File: src/rtl/sda_link_pkg.sv
`default_nettype none
// ============================================================================
// Module   : sda_link_pkg
// Purpose  : Shared definitions for the SDA/SCL link arbiter: FSM state
//            encoding, nibble width and a constant-evaluable clog2 helper.
// Ports    : none (package)
// Revision : 1.0 - initial release
// ============================================================================
package sda_link_pkg;

    localparam int NIBBLE_W = 4;

    // Arbiter FSM encoding
    localparam logic [1:0] IDLE  = 2'd0;
    localparam logic [1:0] START = 2'd1;
    localparam logic [1:0] WAIT  = 2'd2;
    localparam logic [1:0] GAP   = 2'd3;

    // Bits needed to hold values 0..value-1 (minimum 1 bit for value <= 2)
    function automatic int clog2(input int value);
        int r;
        r = 1;
        for (int i = 1; i < 31; i++) begin
            if ((1 << i) < value) begin
                r = i + 1;
            end
        end
        return r;
    endfunction

endpackage
`default_nettype wire

File: src/rtl/sda_link_arbiter_rr_pick.sv
`default_nettype none
// ============================================================================
// Module   : rr_pick
// Purpose  : Combinational round-robin selector. Searches ptr+1, ptr+2, ...
//            (mod N) and returns the first requester whose bit is set.
// Ports    : req    - per-requester request vector
//            ptr    - index of the previous winner
//            valid  - at least one request is pending
//            winner - selected requester index (0 when valid is low)
// Revision : 1.0 - initial release
// ============================================================================
module rr_pick
    import sda_link_pkg::*;
#(
    parameter int N = 4,
    parameter int W = clog2(N)
) (
    input  logic [N-1:0] req,
    input  logic [W-1:0] ptr,
    output logic         valid,
    output logic [W-1:0] winner
);

    always_comb begin
        valid  = |req;
        winner = '0;
        // Walk the ring from the farthest position back to the nearest so the
        // last assignment made is the first requester after ptr.
        for (int i = N; i >= 1; i--) begin
            if (req[(int'(ptr) + i) % N]) begin
                winner = W'((int'(ptr) + i) % N);
            end
        end
    end

endmodule
`default_nettype wire

File: src/rtl/sda_link_arbiter.sv
`default_nettype none
// ============================================================================
// Module   : sda_link_arbiter
// Purpose  : Shares one SDA/SCL nibble serializer between N requesters.
//            Round-robin grant, one-cycle start strobe, watchdog on frame
//            completion and an enforced bus-free gap between frames.
// Ports    : sclk, rst (async, active-low)
//            en              - allow new grants
//            req/req_data    - requests and their nibbles (4 bits each)
//            gnt             - one-hot accept pulse
//            ser_data/ser_start/ser_busy/ser_done - serializer interface
//            owner           - last granted requester
//            busy            - FSM not in IDLE
//            frame_done      - normal completion pulse
//            err_timeout/err_clr - sticky watchdog flag and its clear
// Revision : 1.0 - initial release
// ============================================================================
module sda_link_arbiter
    import sda_link_pkg::*;
#(
    parameter int N       = 4,
    parameter int TIMEOUT = 64,
    parameter int GAP_CYC = 2
) (
    input  logic                   sclk,
    input  logic                   rst,
    input  logic                   en,
    input  logic [N-1:0]           req,
    input  logic [NIBBLE_W*N-1:0]  req_data,
    output logic [N-1:0]           gnt,
    output logic [NIBBLE_W-1:0]    ser_data,
    output logic                   ser_start,
    input  logic                   ser_busy,
    input  logic                   ser_done,
    output logic [clog2(N)-1:0]    owner,
    output logic                   busy,
    output logic                   frame_done,
    output logic                   err_timeout,
    input  logic                   err_clr
);

    localparam int c_OW = clog2(N);
    localparam int c_WW = clog2(TIMEOUT);
    localparam int c_GW = clog2(GAP_CYC + 1);

    localparam logic [c_WW-1:0] c_WDOG_LAST = c_WW'(TIMEOUT - 1);
    localparam logic [c_GW-1:0] c_GAP_LAST  = c_GW'(GAP_CYC - 1);
    localparam logic [c_OW-1:0] c_OWNER_RST = c_OW'(N - 1);
    localparam logic [N-1:0]    c_GNT_ONE   = {{(N-1){1'b0}}, 1'b1};

    logic [1:0]          r_state,      w_state_nxt;
    logic [N-1:0]        r_gnt,        w_gnt_nxt;
    logic [NIBBLE_W-1:0] r_ser_data,   w_ser_data_nxt;
    logic                r_ser_start,  w_ser_start_nxt;
    logic [c_OW-1:0]     r_owner,      w_owner_nxt;   // doubles as rr pointer
    logic                r_busy,       w_busy_nxt;
    logic                r_frame_done, w_frame_done_nxt;
    logic                r_err,        w_err_nxt;
    logic [c_WW-1:0]     r_wdog,       w_wdog_nxt;
    logic [c_GW-1:0]     r_gap,        w_gap_nxt;

    logic                w_valid;
    logic [c_OW-1:0]     w_winner;

    rr_pick #(
        .N (N),
        .W (c_OW)
    ) u_rr_pick (
        .req    (req),
        .ptr    (r_owner),
        .valid  (w_valid),
        .winner (w_winner)
    );

    always_comb begin
        w_state_nxt      = r_state;
        w_gnt_nxt        = '0;
        w_ser_data_nxt   = r_ser_data;
        w_ser_start_nxt  = 1'b0;
        w_owner_nxt      = r_owner;
        w_frame_done_nxt = 1'b0;
        // A timeout on the same edge re-sets the flag below, so set wins.
        w_err_nxt        = r_err & ~err_clr;
        w_wdog_nxt       = r_wdog;
        w_gap_nxt        = r_gap;

        case (r_state)
            IDLE: begin
                if (en && w_valid && !ser_busy) begin
                    w_gnt_nxt      = c_GNT_ONE << w_winner;
                    w_ser_data_nxt = req_data[int'(w_winner)*NIBBLE_W +: NIBBLE_W];
                    w_owner_nxt    = w_winner;
                    w_state_nxt    = START;
                end
            end
            START: begin
                w_ser_start_nxt = 1'b1;
                w_wdog_nxt      = '0;
                w_state_nxt     = WAIT;
            end
            WAIT: begin
                w_wdog_nxt = r_wdog + c_WW'(1);
                // Completion is checked first so a done on the last watchdog
                // cycle still counts as a good frame.
                if (ser_done) begin
                    w_frame_done_nxt = 1'b1;
                    w_gap_nxt        = '0;
                    w_state_nxt      = GAP;
                end else if (r_wdog == c_WDOG_LAST) begin
                    w_err_nxt   = 1'b1;
                    w_gap_nxt   = '0;
                    w_state_nxt = GAP;
                end
            end
            GAP: begin
                if (r_gap == c_GAP_LAST) begin
                    w_state_nxt = IDLE;
                end else begin
                    w_gap_nxt = r_gap + c_GW'(1);
                end
            end
            default: begin
                w_state_nxt = IDLE;
            end
        endcase

        w_busy_nxt = (w_state_nxt != IDLE);
    end

    always_ff @(posedge sclk or negedge rst) begin
        if (!rst) begin
            r_state      <= IDLE;
            r_gnt        <= '0;
            r_ser_data   <= '0;
            r_ser_start  <= 1'b0;
            r_owner      <= c_OWNER_RST;
            r_busy       <= 1'b0;
            r_frame_done <= 1'b0;
            r_err        <= 1'b0;
            r_wdog       <= '0;
            r_gap        <= '0;
        end else begin
            r_state      <= w_state_nxt;
            r_gnt        <= w_gnt_nxt;
            r_ser_data   <= w_ser_data_nxt;
            r_ser_start  <= w_ser_start_nxt;
            r_owner      <= w_owner_nxt;
            r_busy       <= w_busy_nxt;
            r_frame_done <= w_frame_done_nxt;
            r_err        <= w_err_nxt;
            r_wdog       <= w_wdog_nxt;
            r_gap        <= w_gap_nxt;
        end
    end

    assign gnt         = r_gnt;
    assign ser_data    = r_ser_data;
    assign ser_start   = r_ser_start;
    assign owner       = r_owner;
    assign busy        = r_busy;
    assign frame_done  = r_frame_done;
    assign err_timeout = r_err;

endmodule
`default_nettype wire

File: config.mk
export PLATFORM = sky130hd
export DESIGN_NAME = sda_link_arbiter
export DESIGN_NICKNAME = d
export VERILOG_FILES = /design/src/rtl/sda_link_pkg.sv /design/src/rtl/sda_link_arbiter_rr_pick.sv /design/src/rtl/sda_link_arbiter.sv
export SDC_FILE = /design/constraint.sdc
export NUM_CORES = 1
export LEC_CHECK = 0
export BUFFER_PORTS_ARGS = -buffer_cell sky130_fd_sc_hd__buf_2
export CAP_MARGIN = 20
export CORE_ASPECT_RATIO = 2
export CORE_MARGIN = 4
export CORE_UTILIZATION = 46
export DETAILED_ROUTE_END_ITERATION = 16
export PLACE_DENSITY = 0.78
export SKIP_LAST_GASP = 1
export SLEW_MARGIN = 40
export SYNTH_ARGS = -nofsm -noshare
export SYNTH_HDL_FRONTEND = slang
export SYNTH_SLANG_ARGS = --single-unit
File: constraint.sdc
create_clock -name sclk -period 1.73 [get_ports sclk]
set_input_delay 0.0865 -clock sclk [delete_from_list [all_inputs] [get_ports sclk]]
set_output_delay 0.0865 -clock sclk [all_outputs]
set_load 0.02 [all_outputs]
==> out/qor.json, run 1 <==
{
  "status": "complete, but fails checks",
  "violations": "setup timing",
  "postRouteAntennaNets": 0,
  "layoutNonFillerInstCount": 223,
  "tritoncts_clock_tree": "yes",
  "htree_levels": 1,
  "worst_hold_startpoint": "err_clr",
  "synth.cell_area_um2": 1360,
  "chipWidth_um": 46.4,
  "global_route.overflow_total": 0,
  "crit_end_element": "flop",
  "cp.buffers_inverters": 0,
  "cts-root-to-sink-buffers": 2,
  "number_of_antenna_violations_at_the_first_check_in_global_routing": 0,
  "drc": 0,
  "gp_congestion": 0.760,
  "regToRegSetupSlack_ns": -0.04,
  "drive_above_1_share": 0.438,
  "final_max_slew_viol_count": 0,
  "max_slew.worst_pin.slew_ns": 0.570,
  "rsz_0062_raised_after_global_routing": "true",
  "syn_inst_count": 137,
  "number_of_inserted_diodes": 0,
  "avgSynthCellArea_um2": 9.91,
  "max_cap_viol_count": 0,
  "worstPathRequired_ns": 1.87,
  "grt_usage": 0.170,
  "arrival_ns": 1.90,
  "min_delay_path_depth": 2,
  "power.leakage_nw": 0.895,
  "cellPowerDensity_nw_per_um2": 1470,
  "hold_path_end": "err_timeout",
  "hold_violations": 0,
  "critPathTopFamily": "simple AND/OR/NAND/NOR gates",
  "final_net_count": 227,
  "seq_area_frac_synth": 0.444,
  "fp.coreArea_um2": 2800,
  "number_of_global_route_vias_before_repair": 1206,
  "synth_cell_type_count": 39,
  "synthesis.yosys.warnings": 0,
  "grt_first_pass_wirelength_um": 5080,
  "setup_total_negative_slack_ns": -0.0629,
  "timing.critical_path.slowest_cell_delay_ns": 0.45,
  "ys_seq_elements": 24,
  "critical_path.startpoint_type": "flop",
  "grt_start_max_net_pins": 25,
  "holdWs_ns": 0.0107,
  "slew-limit-headroom": 0.619,
  "total_power_mw": 2.72,
  "initial_utilization": 0.484,
  "root_buffer": "clkbuf_8",
  "placed_cells_incl_taps": 208,
  "vdd_ir_drop_max_uv": 841,
  "placement.setup.worst_slack_ns": -0.0910,
  "post-route-min-period_ns": 1.77,
  "avgRoutedWirePerCell_um": 16.0,
  "fmax_mhz": 566,
  "fin_crit_sh": 1.02,
  "syn_nets": 169,
  "area.growth.synth_to_final_pct": 36.6,
  "tritoncts.num_buffers": 3,
  "number_of_violations_reported_at_the_end_of_detailed_routing_iteration_0": 31,
  "max_clock_skew_ns": 0.00787,
  "worst_r2r_endpoint": "busy",
  "r2r_cells": 6,
  "crit_type": "reg -> reg",
  "path_cells": "ha_1 -> nor2b_1 -> or3_1 -> a21oi_2 -> nand2_1 -> or2_1",
  "dieHeight_um": 84.8,
  "wl_um": 3560,
  "hpwl_detailed_um": 2390,
  "via_count": 1236,
  "slowest_stage": "dfrtp_1",
  "clock_sinks": 24,
  "detail_route.vias_per_cell": 5.54,
  "ios": 40,
  "r2r-start": "r_state[0]",
  "postLayoutSetupSlackWorst_ns": -0.0363,
  "floorplan.rows": 27,
  "path_max_fanout": 4,
  "clock_latency_ns": 0.26,
  "port_buffers": 39,
  "clkSlewWorstSetupHoldPaths_ns": 0.08,
  "hp-class": "in -> reg",
  "die_area_um2": 3940,
  "final-setup-viol-count": 4,
  "detailed_routing_iterations_pass_1": 4
}
## registers in the layout, indices dropped and copies added (netlist names)
name and cells:
r_state 2, busy 1, ser_data 4, r_gap 2
ser_start 1, frame_done 1, err_timeout 1, r_wdog 6
owner 2, gnt 4
## per-layer routing
layer / wire [um] / global-route usage / vias to the layer above
met2: 2070 / 0.310 / 48
met4: 38 / 0.0544 / 0
met3: 198 / 0.0255 / 4
met1: 1250 / 0.187 / 586
met5: 0 / 0 / -
li1: - / - / 598
## where the power goes
group | switching (mW) | internal [mW]
clock network | 0.165 | 0.203
registers | 0.118 | 0.735
logic | 0.800 | 0.699
total | 1.08 | 1.64
## kinds of logic after synthesis
family | share of synthesized area
compound gates | 0.155
xor+xnor | 0.00645
fa+ha+maj | 0.0553
buf+inv | 0.0581
flops | 0.444
mux | 0.0811
simple gates | 0.200
## cell type report
class                      instances  area [um^2]
tap                               29         36.3
timing repair buffer              56          363
fill                             217          950
multi-input combinational         97          748
clock buffer                       4         55.1
inverter                          13         48.8
sequential                        24          603
## how the worst max path moves through the flow
stage | start | end | slack, ns | cells after the start
6_report | r_state[0] | busy | -0.04 | 6
5_1_grt | r_state[0] | ser_data[1] | -0.08 | 8
4_1_cts | r_state[0] | busy | 0.006 | 6
3_5_place_dp | owner[1] | ser_data[1] | -0.09 | 5
3_3_place_gp | owner[1] | ser_data[1] | 0.03 | 5
2_1_floorplan | r_state[0] | r_wdog[5] | 0.11 | 6
## cell usage after synthesis, drive strengths merged
library cell  count  area share
ha                6       0.055
inv              13       0.036
nand2b            4       0.020
a31o              1      0.0065
nand2            11       0.030
and2              1      0.0046
or2               2      0.0092
mux2              5       0.044
o22a              1      0.0065
o32ai             1      0.0065
nor4              1      0.0092
or3               2      0.0092
nand3b            1      0.0055
mux2i             5       0.037
a31oi             1      0.0046
a21boi            1      0.0055
nand4             1      0.0046
o21ai            13       0.051
clkbuf            2      0.0055
nor2              7       0.019
nand3            13       0.048
nor2b             6       0.028
dfrtp            22        0.41
a21oi             2       0.010
o221ai            4       0.035
buf               2       0.017
a22o              2       0.013
xor2              1      0.0065
a21o              1      0.0065
o31ai             1      0.0055
dfstp             2       0.039
o22ai             1      0.0046
nor3              1       0.012
## metrics by stage
stage | instance area, um^2 | util
floorplan | 1360 | -
global placement | 1620 | 0.579
detailed placement | 1620 | 0.579
CTS | 1710 | 0.609
global route | 1850 | 0.661
finish | 1850 | 0.661
## cells in the final DEF (no fill, tap or decap), types with 2 or more instances in the layout
master / instances
buf_6: 2
o21ai_4: 2
nand3_1: 11
mux2_4: 4
buf_4: 12
nor2_1: 7
buf_2: 39
or3_1: 2
nand2b_1: 3
dfrtp_1: 22
nand2_1: 10
mux2i_1: 5
nor2b_1: 6
inv_2: 2
a22o_1: 2
dfstp_2: 2
ha_1: 5
nand3_2: 2
o21ai_0: 12
o221ai_2: 3
clkbuf_8: 4
inv_1: 11
## timing repair
action / CTS / global route
endpoints found under the setup margin: 5 / 7
setup buffers: 1 / 7
resized for setup: 2 / 15
pin swaps: 0 / 5
hold buffers: 1 / 0
endpoints found under the hold margin: 22 / 0
cloned: 0 / 2
Note: power is estimated with default switching activity, not from simulation.
==> run 2, diff against run 1 <==
--- a/config.mk
+++ b/config.mk
@@ -5,11 +5,12 @@
 export SDC_FILE = /design/constraint.sdc
 export NUM_CORES = 1
 export LEC_CHECK = 0
+export ABC_AREA = 1
 export BUFFER_PORTS_ARGS = -buffer_cell sky130_fd_sc_hd__buf_2
 export CAP_MARGIN = 20
 export CORE_ASPECT_RATIO = 2
 export CORE_MARGIN = 4
-export CORE_UTILIZATION = 46
+export CORE_UTILIZATION = 47
 export DETAILED_ROUTE_END_ITERATION = 16
 export PLACE_DENSITY = 0.78
 export SKIP_LAST_GASP = 1
==> out/qor.json, run 2 <==
{
  "most-common-layout-cells": "39 x nand2_1, 39 x buf_2, 37 x inv_1, 22 x dfrtp_1, 20 x nand3_1",
  "yosys.cell_count.top_type": "nand2_1",
  "chipWidth": {"value": 47.9, "unit": "um", "change": "+3.2%"},
  "syn_inst_count": {"value": 197, "change": "+44%"},
  "setup_total_negative_slack": {"value": -0.0963, "unit": "ns", "change": "-0.0334 ns"},
  "grt_first_pass_wirelength": {"value": 5530, "unit": "um", "change": "+9.0%"},
  "fin_area": {"value": 1980, "unit": "um^2", "change": "+7.0%"},
  "number_of_antenna_violations_at_the_first_check_in_global_routing": {"value": 0, "change": "unchanged"},
  "max_clock_skew": {"value": 0.00484, "unit": "ns", "change": "-0.00303 ns"},
  "violations": "setup timing",
  "slew-limit-headroom": {"value": 0.635, "change": "+0.0154"},
  "avgSynthCellArea": {"value": 7.60, "unit": "um^2", "change": "-23%"},
  "cts-root-to-sink-buffers": {"value": 2, "change": "unchanged"},
  "share_of_synthesized_registers_carrying_an_async_set_or_reset": {"value": 1.00, "change": "unchanged"},
  "arrival": {"value": 1.91, "unit": "ns", "change": "about the same"},
  "clock_latency": {"value": 0.27, "unit": "ns", "change": "about the same"},
  "placed_cells_incl_taps": {"value": 271, "change": "+30%"},
  "area.growth.synth_to_final_pct": 32.5,
  "grt_start_max_net_pins": {"value": 25, "change": "unchanged"},
  "yosysTopAreaCellShare": {"value": 0.368, "change": "-0.0379"},
  "largest_register": "r_wdog",
  "power.leakage": {"value": 1.15, "unit": "nW", "change": "+29%"},
  "worstPathRequired": {"value": 1.88, "unit": "ns", "change": "about the same"},
  "htree_levels": {"value": 1, "change": "unchanged"},
  "placement.setup.worst_slack": {"value": -0.0517, "unit": "ns", "change": "+0.0393 ns"},
  "crit_end_element": "flop",
  "final-setup-viol-count": {"value": 4, "change": "unchanged"},
  "cellPowerDensity": {"value": 1850, "unit": "nW/um^2", "change": "+26%"},
  "total_power": {"value": 3.67, "unit": "mW", "change": "+35%"},
  "status": "complete, but fails checks",
  "drive_above_1_share": {"value": 0.361, "change": "-0.0774"},
  "clock_sinks": {"value": 24, "change": "unchanged"},
  "gp_congestion": {"value": 0.812, "change": "+6.8%"},
  "tritoncts_clock_tree": "yes",
  "synth_cell_type_count": {"value": 25, "change": "-36%"},
  "port_buffers": {"value": 39, "change": "unchanged"},
  "layoutNonFillerInstCount": {"value": 285, "change": "+28%"},
  "synth.cells.most_frequent": "42 x nand2_1, 37 x inv_1, 23 x nand3_1",
  "postRouteAntennaNets": {"value": 0, "change": "unchanged"},
  "syn_nets": {"value": 229, "change": "+36%"},
  "max_cap_viol_count": {"value": 0, "change": "unchanged"},
  "tritoncts.num_buffers": {"value": 3, "change": "unchanged"},
  "post-route-min-period": {"value": 1.76, "unit": "ns", "change": "-0.00692 ns"},
  "root_buffer": "clkbuf_8",
  "rsz_0062_raised_after_global_routing": "true",
  "initial_utilization": {"value": 0.497, "change": "+0.0129"},
  "top_cells_by_area_in_the_synthesized_netlist": "dfrtp_1 37%, nand2_1 11%, inv_1 9.3%",
  "final_max_slew_viol_count": {"value": 0, "change": "unchanged"},
  "max_slew.worst_pin.slew": {"value": 0.548, "unit": "ns", "change": "-0.0219 ns"},
  "hp-class": "in -> reg",
  "vdd_ir_drop_max": {"value": 917, "unit": "uV", "change": "+9.1%"},
  "avgRoutedWirePerCell": {"value": 13.0, "unit": "um", "change": "-19%"},
  "grt_usage": {"value": 0.182, "change": "+0.0115"},
  "final_net_count": {"value": 288, "change": "+27%"},
  "ys_seq_elements": {"value": 24, "change": "unchanged"},
  "clkSlewWorstSetupHoldPaths": {"value": 0.08, "unit": "ns", "change": "about the same"},
  "floorplan.rows": {"value": 28, "change": "+3.7%"},
  "largest_reg_flops": {"value": 6, "change": "unchanged"},
  "drc": {"value": 0, "change": "unchanged"},
  "crit_type": "reg -> reg",
  "fin_crit_sh": {"value": 1.02, "change": "-0.00400"},
  "fmax": {"value": 568, "unit": "MHz", "change": "+0.39%"},
  "synthesis.yosys.warnings": {"value": 0, "change": "unchanged"},
  "detailed_place.area": {"value": 1760, "unit": "um^2", "change": "+8.6%"},
  "holdWs": {"value": 0.0441, "unit": "ns", "change": "+0.0335 ns"},
  "dieHeight": {"value": 87.8, "unit": "um", "change": "+3.5%"},
  "synth.cell_area": {"value": 1500, "unit": "um^2", "change": "+10%"},
  "critical_path.startpoint_type": "flop",
  "final_util": {"value": 0.659, "change": "-0.00267"},
  "synthDominantAreaCellType": "dfrtp_1",
  "path_max_fanout": {"value": 7, "change": "+3"},
  "number_of_inserted_diodes": {"value": 0, "change": "unchanged"},
  "number_of_violations_reported_at_the_end_of_detailed_routing_iteration_0": {"value": 27, "change": "-13%"},
  "fp.coreArea": {"value": 3010, "unit": "um^2", "change": "+7.5%"},
  "sequential_cell_area": {"value": 603, "unit": "um^2", "change": "unchanged"},
  "wl": {"value": 3700, "unit": "um", "change": "+4.0%"},
  "die_area": {"value": 4210, "unit": "um^2", "change": "+6.9%"},
  "hpwl_detailed": {"value": 2750, "unit": "um", "change": "+15%"},
  "seq_area_frac_synth": {"value": 0.403, "change": "-0.0416"},
  "yosys_most_used_dff": "dfrtp_1",
  "via_count": {"value": 1474, "change": "+19%"},
  "postLayoutSetupSlackWorst": {"value": -0.0294, "unit": "ns", "change": "+0.00692 ns"},
  "multi_input_area": {"value": 793, "unit": "um^2", "change": "+6.0%"},
  "detailed_routing_iterations_pass_1": {"value": 4, "change": "unchanged"},
  "synth-edff-count": {"value": 0, "change": "unchanged"},
  "detail_route.vias_per_cell": {"value": 5.17, "change": "-6.7%"},
  "global_route.overflow_total": {"value": 0, "change": "unchanged"},
  "final.fill_count": {"value": 248, "change": "+14%"},
  "ios": {"value": 40, "change": "unchanged"},
  "number_of_global_route_vias_before_repair": {"value": 1405, "change": "+17%"},
  "hold_violations": {"value": 0, "change": "unchanged"}
}
-- run 2: worst paths after layout --
kind	cells past startpoint	slack, ns	end	startpoint
max	13	-0.03	ser_data[0]	owner[0]
min	3	0.04	frame_done	ser_done
max reg2reg	13	-0.03	ser_data[0]	owner[0]
min reg2reg	2	0.49	ser_data[1]	ser_data[1]
max in group asynchronous	2	1.03	owner[1]	rst
min in group asynchronous	2	0.34	r_wdog[0]	rst
-- run 2: cell type report --
cell class | count | share of cell area
multi-input combinational | 131 | 0.400
sequential | 24 | 0.304
timing repair buffer | 56 | 0.175
inverter | 40 | 0.0794
clock buffer | 4 | 0.0227
tap | 30 | 0.0189
-- run 2: critical path, stage by stage (launching register included) --
cell and delay [ns]:
dfstp_2 0.57, buf_12 0.12, inv_6 0.05, nand2_2 0.05
nand2_2 0.06, nand2_2 0.08, nand2_2 0.06, nand2_4 0.09
nand2_4 0.06, nand2_8 0.09, nand2_8 0.07, or2_1 0.21
nand3_1 0.07, nand3_1 0.07
-- run 2: routing by layer --
| layer | global-route usage | routed length, um | vias up |
|---|---|---|---|
| met5 | 0 | 0 | - |
| met1 | 0.162 | 1260 | 697 |
| met4 | 0.0809 | 98 | 0 |
| met3 | 0.0329 | 127 | 10 |
| met2 | 0.352 | 2220 | 35 |
| li1 | - | - | 732 |
-- run 2: cells by family (layout without fill, tap and decap cells) --
| kind of cell | count (synthesis) | in the layout | share of synthesized area |
|---|---|---|---|
| AO/OA/AOI/OAI | 22 | 22 | 0.0885 |
| buffers and inverters | 43 | 100 | 0.123 |
| adder cells (fa/ha/maj) | 6 | 6 | 0.0501 |
| flip-flops | 24 | 24 | 0.403 |
| AND/OR/NAND/NOR | 102 | 103 | 0.336 |
-- run 2: what timing repair did --
action,CTS,global route
hold buffers,2,0
hold endpoints to repair,23,0
pin swaps,1,4
setup buffers,3,4
resized for setup,3,16
gates cloned,0,1
setup endpoints to repair,4,6
-- run 2: power breakdown --
group          leakage [nW]  total [mW]  internal (mW)  switching [mW]
Sequential            0.312       0.873          0.754           0.119
Combinational         0.818        2.46          0.982            1.48
Clock                0.0228       0.337          0.165           0.173
Total                  1.15        3.67           1.90            1.77
